**src/rtl/stat_scheduler_pkg.sv**
```systemverilog
// Shared definitions for the pet stat scheduler: stat indices, UART command
// bytes, FSM state encoding and the small decode helpers used by the top.
package stat_scheduler_pkg;

  localparam logic [2:0] STAT_HUNGER    = 3'd0;
  localparam logic [2:0] STAT_HAPPINESS = 3'd1;
  localparam logic [2:0] STAT_HEALTH    = 3'd2;
  localparam logic [2:0] STAT_HYGIENE   = 3'd3;
  localparam logic [2:0] STAT_ENERGY    = 3'd4;
  localparam logic [2:0] STAT_SOCIAL    = 3'd5;

  localparam logic [7:0] CMD_HUNGER    = 8'h65;
  localparam logic [7:0] CMD_HAPPINESS = 8'h73;
  localparam logic [7:0] CMD_HEALTH    = 8'h6D;
  localparam logic [7:0] CMD_HYGIENE   = 8'h63;
  localparam logic [7:0] CMD_ENERGY    = 8'h7A;
  localparam logic [7:0] CMD_SOCIAL    = 8'h70;
  localparam logic [7:0] CMD_ARM       = 8'h00;

  typedef enum logic [1:0] {
    ST_IDLE       = 2'd0,
    ST_ISSUE_TICK = 2'd1,
    ST_ISSUE_CMD  = 2'd2
  } state_t;

  typedef struct packed {
    logic       hit;
    logic [2:0] stat;
  } stat_sel_t;

  // Two LFSR codes map to no stat so that some ticks leave the pet alone.
  function automatic stat_sel_t decode_random(input logic [2:0] r);
    stat_sel_t sel;
    sel.hit  = 1'b1;
    sel.stat = STAT_HAPPINESS;
    case (r)
      3'b000:  sel.stat = STAT_HAPPINESS;
      3'b001:  sel.stat = STAT_HUNGER;
      3'b010:  sel.stat = STAT_HEALTH;
      3'b011:  sel.stat = STAT_HYGIENE;
      3'b110:  sel.stat = STAT_ENERGY;
      3'b101:  sel.stat = STAT_SOCIAL;
      default: sel.hit  = 1'b0;
    endcase
    return sel;
  endfunction

  function automatic stat_sel_t decode_cmd(input logic [7:0] b);
    stat_sel_t sel;
    sel.hit  = 1'b1;
    sel.stat = STAT_HUNGER;
    case (b)
      CMD_HUNGER:    sel.stat = STAT_HUNGER;
      CMD_HAPPINESS: sel.stat = STAT_HAPPINESS;
      CMD_HEALTH:    sel.stat = STAT_HEALTH;
      CMD_HYGIENE:   sel.stat = STAT_HYGIENE;
      CMD_ENERGY:    sel.stat = STAT_ENERGY;
      CMD_SOCIAL:    sel.stat = STAT_SOCIAL;
      default:       sel.hit  = 1'b0;
    endcase
    return sel;
  endfunction

endpackage

```
**src/rtl/stat_scheduler_tick_timer.sv**
```systemverilog
// Free-running decay tick timer: one-cycle wrap strobe every TICK_CYCLES
// clocks and a 'second' phase bit that flips on every wrap.
module stat_scheduler_tick_timer #(
  parameter int TICK_CYCLES = 27000000,
  parameter int CNT_W       = 28
) (
  input  logic clk,
  input  logic reset_n,
  output logic wrap,
  output logic second
);

  localparam logic [CNT_W-1:0] LAST = CNT_W'(TICK_CYCLES - 1);

  logic [CNT_W-1:0] count;

  assign wrap = (count == LAST);

  always_ff @(posedge clk or negedge reset_n) begin
    if (!reset_n) begin
      count  <= '0;
      second <= 1'b0;
    end else if (wrap) begin
      count  <= '0;
      second <= ~second;
    end else begin
      count  <= count + 1'b1;
    end
  end

endmodule

```
**src/rtl/stat_scheduler.sv**
```systemverilog
// Arbitrates periodic decay ticks and user care commands into a single
// registered stat-update op stream; ticks always win over commands.
module stat_scheduler #(
  parameter int TICK_CYCLES = 27000000,
  parameter int CNT_W       = 28
) (
  input  logic       clk,
  input  logic       reset_n,
  input  logic       cmd_valid,
  input  logic [7:0] cmd_byte,
  output logic       cmd_ready,
  input  logic [7:0] random,
  output logic       op_valid,
  output logic [2:0] op_stat,
  output logic       op_inc,
  input  logic       op_ready,
  output logic       second,
  output logic       tick_overrun
);

  import stat_scheduler_pkg::*;

  state_t     state;
  state_t     state_next;
  logic       wrap;
  logic       tick_pending;
  logic [2:0] tick_stat;
  logic       buf_full;
  logic [2:0] buf_stat;
  logic       armed;
  logic       op_valid_next;
  logic [2:0] op_stat_next;
  logic       op_inc_next;
  stat_sel_t  tick_sel;
  stat_sel_t  cmd_sel;
  logic       cmd_accept;
  logic       tick_done;
  logic       cmd_done;
  logic       unused_random;

  stat_scheduler_tick_timer #(
    .TICK_CYCLES(TICK_CYCLES),
    .CNT_W      (CNT_W)
  ) u_tick_timer (
    .clk    (clk),
    .reset_n(reset_n),
    .wrap   (wrap),
    .second (second)
  );

  assign tick_sel      = decode_random(random[2:0]);
  assign cmd_sel       = decode_cmd(cmd_byte);
  assign unused_random = ^random[7:3];

  assign cmd_ready  = reset_n && !buf_full && (state != ST_ISSUE_CMD);
  assign cmd_accept = cmd_valid && cmd_ready;
  assign tick_done  = (state == ST_ISSUE_TICK) && op_ready;
  assign cmd_done   = (state == ST_ISSUE_CMD) && op_ready;

  // A wrap landing on the edge that retires the tick op re-arms the tick
  // instead of counting as an overrun.
  always_ff @(posedge clk or negedge reset_n) begin
    if (!reset_n) begin
      tick_pending <= 1'b0;
      tick_stat    <= '0;
      tick_overrun <= 1'b0;
    end else begin
      if (tick_done) begin
        tick_pending <= 1'b0;
      end
      if (wrap && tick_sel.hit) begin
        tick_pending <= 1'b1;
        tick_stat    <= tick_sel.stat;
        if (tick_pending && !tick_done) begin
          tick_overrun <= 1'b1;
        end
      end
    end
  end

  // One care command is accepted per 0x00 arming byte.
  always_ff @(posedge clk or negedge reset_n) begin
    if (!reset_n) begin
      buf_full <= 1'b0;
      buf_stat <= '0;
      armed    <= 1'b1;
    end else begin
      if (cmd_done) begin
        buf_full <= 1'b0;
      end
      if (cmd_accept) begin
        if (cmd_byte == CMD_ARM) begin
          armed <= 1'b1;
        end else if (cmd_sel.hit && armed) begin
          buf_full <= 1'b1;
          buf_stat <= cmd_sel.stat;
          armed    <= 1'b0;
        end
      end
    end
  end

  always_ff @(posedge clk or negedge reset_n) begin
    if (!reset_n) begin
      state    <= ST_IDLE;
      op_valid <= 1'b0;
      op_stat  <= '0;
      op_inc   <= 1'b0;
    end else begin
      state    <= state_next;
      op_valid <= op_valid_next;
      op_stat  <= op_stat_next;
      op_inc   <= op_inc_next;
    end
  end

  always_comb begin
    state_next    = state;
    op_valid_next = op_valid;
    op_stat_next  = op_stat;
    op_inc_next   = op_inc;
    case (state)
      ST_IDLE: begin
        if (tick_pending) begin
          state_next    = ST_ISSUE_TICK;
          op_valid_next = 1'b1;
          op_stat_next  = tick_stat;
          op_inc_next   = 1'b1;
        end else if (buf_full) begin
          state_next    = ST_ISSUE_CMD;
          op_valid_next = 1'b1;
          op_stat_next  = buf_stat;
          op_inc_next   = 1'b0;
        end
      end
      ST_ISSUE_TICK, ST_ISSUE_CMD: begin
        if (op_ready) begin
          state_next    = ST_IDLE;
          op_valid_next = 1'b0;
        end
      end
      default: begin
        state_next    = ST_IDLE;
        op_valid_next = 1'b0;
      end
    endcase
  end

endmodule

```
**config.mk**
```make
export PLATFORM = sky130hd
export DESIGN_NAME = stat_scheduler
export DESIGN_NICKNAME = d
export VERILOG_FILES = /design/src/rtl/stat_scheduler_pkg.sv /design/src/rtl/stat_scheduler_tick_timer.sv /design/src/rtl/stat_scheduler.sv
export SDC_FILE = /design/constraint.sdc
export NUM_CORES = 1
export LEC_CHECK = 0
export CAP_MARGIN = 20
export CORE_ASPECT_RATIO = 0.6
export CORE_MARGIN = 2
export CORE_UTILIZATION = 50
export DETAILED_ROUTE_END_ITERATION = 10
export GPL_TIMING_DRIVEN = 0
export PLACE_DENSITY_LB_ADDON = 0.08
export SLEW_MARGIN = 20
export SYNTH_ARGS = -nofsm -noshare
export SYNTH_HDL_FRONTEND = slang
export SYNTH_HIERARCHICAL = 1
export SYNTH_SLANG_ARGS = --single-unit
```
**constraint.sdc**
```tcl
create_clock -name clk -period 5.1 [get_ports clk]
set_clock_uncertainty 0.1 [all_clocks]
set_input_delay 1.02 -clock clk [delete_from_list [all_inputs] [get_ports clk]]
set_output_delay 1.02 -clock clk [all_outputs]
set_load 0.03 [all_outputs]
```
# == Word-level counts from Yosys, hierarchy flattened ==
# Cells that the tools add are included.
# word_totals
reg_bits,46
out_inout_bits,8
wordCells,81
# classes
bitwise_logic,2
n_eq_ne,17
add_sub_neg,1
muxes,25
n_reduce_logical,24
# ops
operator,n
"8-bit by 7-bit equality test with 1-bit output, second input constant",6
3-bit case mux with 5 select lines,2
"28-bit by 1-bit adder with 28-bit output, second input constant",1
"28-bit by 25-bit equality test with 1-bit output, second input constant",1
28-bit 2-to-1 mux,1
1-bit 2-to-1 mux,15
6-bit OR reduction,2
1-bit logical AND,8
8-bit logical NOT,1
2-bit AND reduction,4
"3-bit by 2-bit equality test with 1-bit output, second input constant",2
"3-bit equality test, second input constant",2
2-bit 2-to-1 mux,3
3-bit 2-to-1 mux,2
2-bit nonzero test,3
"2-bit inequality test, second input constant",2
2-bit case mux with 2 select lines,1
"3-bit by 1-bit equality test with 1-bit output, second input constant",1
3-bit logical NOT,1
"3-bit inequality test, second input constant",1
3-bit AND reduction,1
"2-bit by 1-bit equality test with 1-bit output, second input constant",1
"2-bit equality test, second input constant",1
1-bit logical NOT,2
4 further kinds,5

# == Longest topological paths before layout ==
# depth
ltp_word,7
mapped_depth,7
depth_no_buf,6

# == By module ==
# The synthesis kept the hierarchy.
# by_module_without_submodules
mod,n_inst,area_each_um2,cells_each,seq_area_each_um2
stat_scheduler_tick_timer,1,1490.2,144,725.7
stat_scheduler,1,977.2,100,426.7

# == Least setup slack after synthesis ==
# OpenSTA, ideal clock, no wires.
# synth_timing
kind,input to output
from,input port reset_n
to,output port cmd_ready
arrival_time_ns,1.751
cell_stages,1
path_slack_ns,2.229
cell_sequence,nor3b_1
# synth_via
elab_chain_cells,2
# synth_rtl
item,line,source
start: declaration,stat_scheduler.sv:8,"input logic reset_n,"
1-bit logical AND (2 in series),stat_scheduler.sv:55,assign cmd_ready = reset_n && !buf_full && (state != ST_ISSUE_CMD);
end: declaration,stat_scheduler.sv:11,"output logic cmd_ready,"
# No other way between the ends.

# == Final worst setup path ==
# Ends and elaborated chain as after synthesis.

==> impl_metrics.json <==
{
  "post_cts_resized": 0,
  "tritoncts": "done",
  "floorplan.core_area_um2": 4660,
  "groute.layer.met3.usage": 0.0474,
  "hpwl_um": 3810,
  "finalNetCount": 297,
  "filler_cell_count": 411,
  "number_of_hold_violations_in_the_final_report": 0,
  "min_period_over_period": 0.716,
  "antenna_cells": 0,
  "die-height_um": 58.4,
  "drt_iter0_drc": 80,
  "clock_tree.root_cell": "sky130_fd_sc_hd__clkbuf_8",
  "synthToLayoutAreaGrowth_pct": 17.1,
  "globalplace.congestion": 0.827,
  "count_of_input_and_output_buffers": 21,
  "setup.worst_path.class": "input pin to output port",
  "fin_area_um2": 2890,
  "cap_viol_max_count": 0,
  "synth_top_cells_by_area": "sky130_fd_sc_hd__dfrtp_1, sky130_fd_sc_hd__xnor2_1, sky130_fd_sc_hd__a21oi_1, sky130_fd_sc_hd__nand2_1, sky130_fd_sc_hd__nand4_1",
  "fp.dieArea_um2": 5530,
  "layout-drive-gt1-share": 0.128,
  "synth_top_family_by_area": "simple AND/OR/NAND/NOR gates",
  "critical_path.reg2reg.startpoint": "u_tick_timer/count[0]",
  "run_status": "completed",
  "avgViaCountPerCell": 5.68,
  "r2r_slack_ps": 2490,
  "period_needed_ps": 3650,
  "syn-cell-area_um2": 2470,
  "worstSkewPairLatency_ps": 300,
  "tritoncts.num_buffers": 5,
  "hold_path.startpoint": "u_tick_timer/second",
  "grt_util_met2": 0.253,
  "synth-edff-count": 0,
  "slew_viol_final": 0,
  "grt_usage": 0.214,
  "detail-route-antenna-nets": 0,
  "floorplan.die.width_um": 94.7,
  "netlist-cell-type-count": 59,
  "synth_top_cell_by_area": "sky130_fd_sc_hd__dfrtp_1",
  "synth.top_cell.area_share": 0.456,
  "asyncSetResetFlopFracSynth": 1.00,
  "routed_wirelength_um": 5120,
  "timing.critical_path.from_type": "input pin",
  "first_global_vias": 1724,
  "slew-limit-headroom": 0.441,
  "boundaryPins": 28,
  "postSynthRegisterBits": 46,
  "synth_compound_gate_area_share": 0.127,
  "yosys_most_used_dff": "sky130_fd_sc_hd__dfrtp_1",
  "cts.reportedPaths.clkPinSlew_ps": 90,
  "mappedNetlistNets": 268,
  "ctsHtreeMaxLevel": 2,
  "min_delay_worst_endpoint": "u_tick_timer/second",
  "wire_per_inst_um": 15.2,
  "synth.mux.area_fraction": 0.0132,
  "synth_seq_area_share": 0.467,
  "simple_logic_cell_fraction_of_the_synthesized_area": 0.267,
  "timing.rr.end": "tick_stat[1]",
  "globalRouteMet1Util": 0.368,
  "cts.repair_timing.setup_buffer_count": 0,
  "timing.critical_path.arrival_ps": 2530,
  "synth-adder-area-share": 0.0203,
  "critical_path_data_required_time_ps": 3980,
  "synth-xor-area-share": 0.0710,
  "hold_class": "flop to flop",
  "grt_busiest_layer": "met1",
  "global_route_wire_length_before_repair_um": 8940,
  "grt_overflow_total": 0,
  "cts-hold-fix-buffers": 0,
  "pin_slew_with_the_least_headroom_to_its_limit_ps": 831,
  "max_freq_mhz": 274,
  "final-setup-viol-count": 0,
  "vdd_ir_drop_max_mv": 0.145,
  "largest_net_degree_at_the_start_of_global_routing": 34,
  "cts_num_sinks": 46,
  "p_per_area_nw_per_um2": 249,
  "drc": 0,
  "synth.yosys.warnings": 6,
  "leakagePower_nw": 1.25,
  "initial_antenna_violation_count": 0,
  "synthesis.instances": 244,
  "synth_area_per_cell_um2": 10.1,
  "floorplan.initialDensity": 0.530,
  "grt_setup_unrepaired": "false",
  "cts-root-to-sink-buffers": 2,
  "power_uw": 721,
  "worst_setup_path_end_kind": "output port",
  "timing.hold.worst_path_depth": 1,
  "vias": 1914,
  "crit_fanout": 33,
  "reg2regPathDepth": 7,
  "dpl-instance-area_um2": 2780,
  "row_count": 19,
  "dr_pass1_iterations": 4
}
[cells in the final DEF, fill, tap and decap left out, types with 3 or more instances in the layout]
master and instances:
sky130_fd_sc_hd__nor2_1 14, sky130_fd_sc_hd__or3_1 4, sky130_fd_sc_hd__nor3_1 3, sky130_fd_sc_hd__a21oi_1 17, sky130_fd_sc_hd__dfrtp_1 45, sky130_fd_sc_hd__clkbuf_8 5, sky130_fd_sc_hd__nand2_1 20, sky130_fd_sc_hd__inv_1 11
sky130_fd_sc_hd__o22ai_1 8, sky130_fd_sc_hd__xnor2_1 14, sky130_fd_sc_hd__nand3_1 8, sky130_fd_sc_hd__and4_1 4, sky130_fd_sc_hd__and2_1 3, sky130_fd_sc_hd__xor2_1 6, sky130_fd_sc_hd__o21ai_0 6, sky130_fd_sc_hd__nand4_1 9
sky130_fd_sc_hd__a22o_1 3, sky130_fd_sc_hd__and3_1 3, sky130_fd_sc_hd__nor4b_1 3, sky130_fd_sc_hd__ha_1 4, sky130_fd_sc_hd__clkdlybuf4s50_1 20, sky130_fd_sc_hd__nor4_1 8
[through the flow]
step	setup slack, ps	util	hold slack, ps	cells	setup TNS [ps]
after floorplan	2230	-	347	244	0
after global placement	-112	0.592	355	328	-112
after detailed placement	1390	0.596	356	329	0
after CTS	1390	0.620	373	337	0
after global routing	1280	0.620	392	337	0
final	1450	0.620	366	337	0
[logic make-up after synthesis]
family / Yosys count
fa+ha+maj: 4
buf+inv: 18
mux: 3
flops: 46
simple gates: 105
compound gates: 48
xor+xnor: 20
[sequential cells by signal, indices dropped and copies added (netlist names)]
name and cells:
tick_overrun 1, u_tick_timer/second 1, tick_pending 1, u_tick_timer/count 28
buf_full 1, buf_stat 3, op_inc 1, armed 1
state 2, op_stat 3, op_valid 1, tick_stat 3
[worst max-delay path: stages]
cell	delay (ps)
sky130_fd_sc_hd__buf_2	330
sky130_fd_sc_hd__buf_12	260
sky130_fd_sc_hd__nor3b_1	210
sky130_fd_sc_hd__clkdlybuf4s50_1	700
[synthesized netlist by cell type (all sizes together), types with 3 or more instances]
cell / instances
dfrtp: 45
nand2: 21
a21oi: 19
nor2: 14
xnor2: 14
inv: 11
nand4: 11
nor4: 10
nand3: 9
o22ai: 8
o21ai: 6
xor2: 6
or3: 5
and2: 4
and4: 4
buf: 4
ha: 4
a22o: 3
and3: 3
and3b: 3
clkbuf: 3
nor3: 3
nor4b: 3
or4: 3
[worst max path at each step]
stage / startpoint / end / slack [ps] / cells past startpoint
6_report: reset_n / cmd_ready / 1450 / 4
2_1_floorplan: reset_n / cmd_ready / 2230 / 1
3_5_place_dp: reset_n / cmd_ready / 1390 / 4
5_1_grt: reset_n / cmd_ready / 1280 / 4
4_1_cts: reset_n / cmd_ready / 1390 / 4
3_3_place_gp: reset_n / cmd_ready / -110 / 3
[power by group]
part	internal, mW	switching [mW]
clock	0.147	0.130
combinational	0.0318	0.0388
sequential	0.370	0.00346
total	0.548	0.172
[cell type report]
| type | count | area [um2] | area share |
|---|---|---|---|
| Multi-Input combinational cell | 180 | 1240 | 0.428 |
| Sequential cell | 46 | 1150 | 0.399 |
| Timing Repair Buffer | 22 | 225 | 0.0779 |
| Tap cell | 63 | 78.8 | 0.0273 |
| Clock buffer | 5 | 68.8 | 0.0238 |
| Clock inverter | 3 | 43.8 | 0.0152 |
| Buffer | 7 | 43.8 | 0.0152 |
| Inverter | 11 | 41.3 | 0.0143 |
[metal layers]
layer / vias to the layer above / wire length [um]
li1: 957 / -
met1: 907 / 2900
met2: 42 / 1840
met3: 8 / 301
met4: 0 / 71
met5: - / 0
No activity file was read; power rests on OpenSTA's default activity.
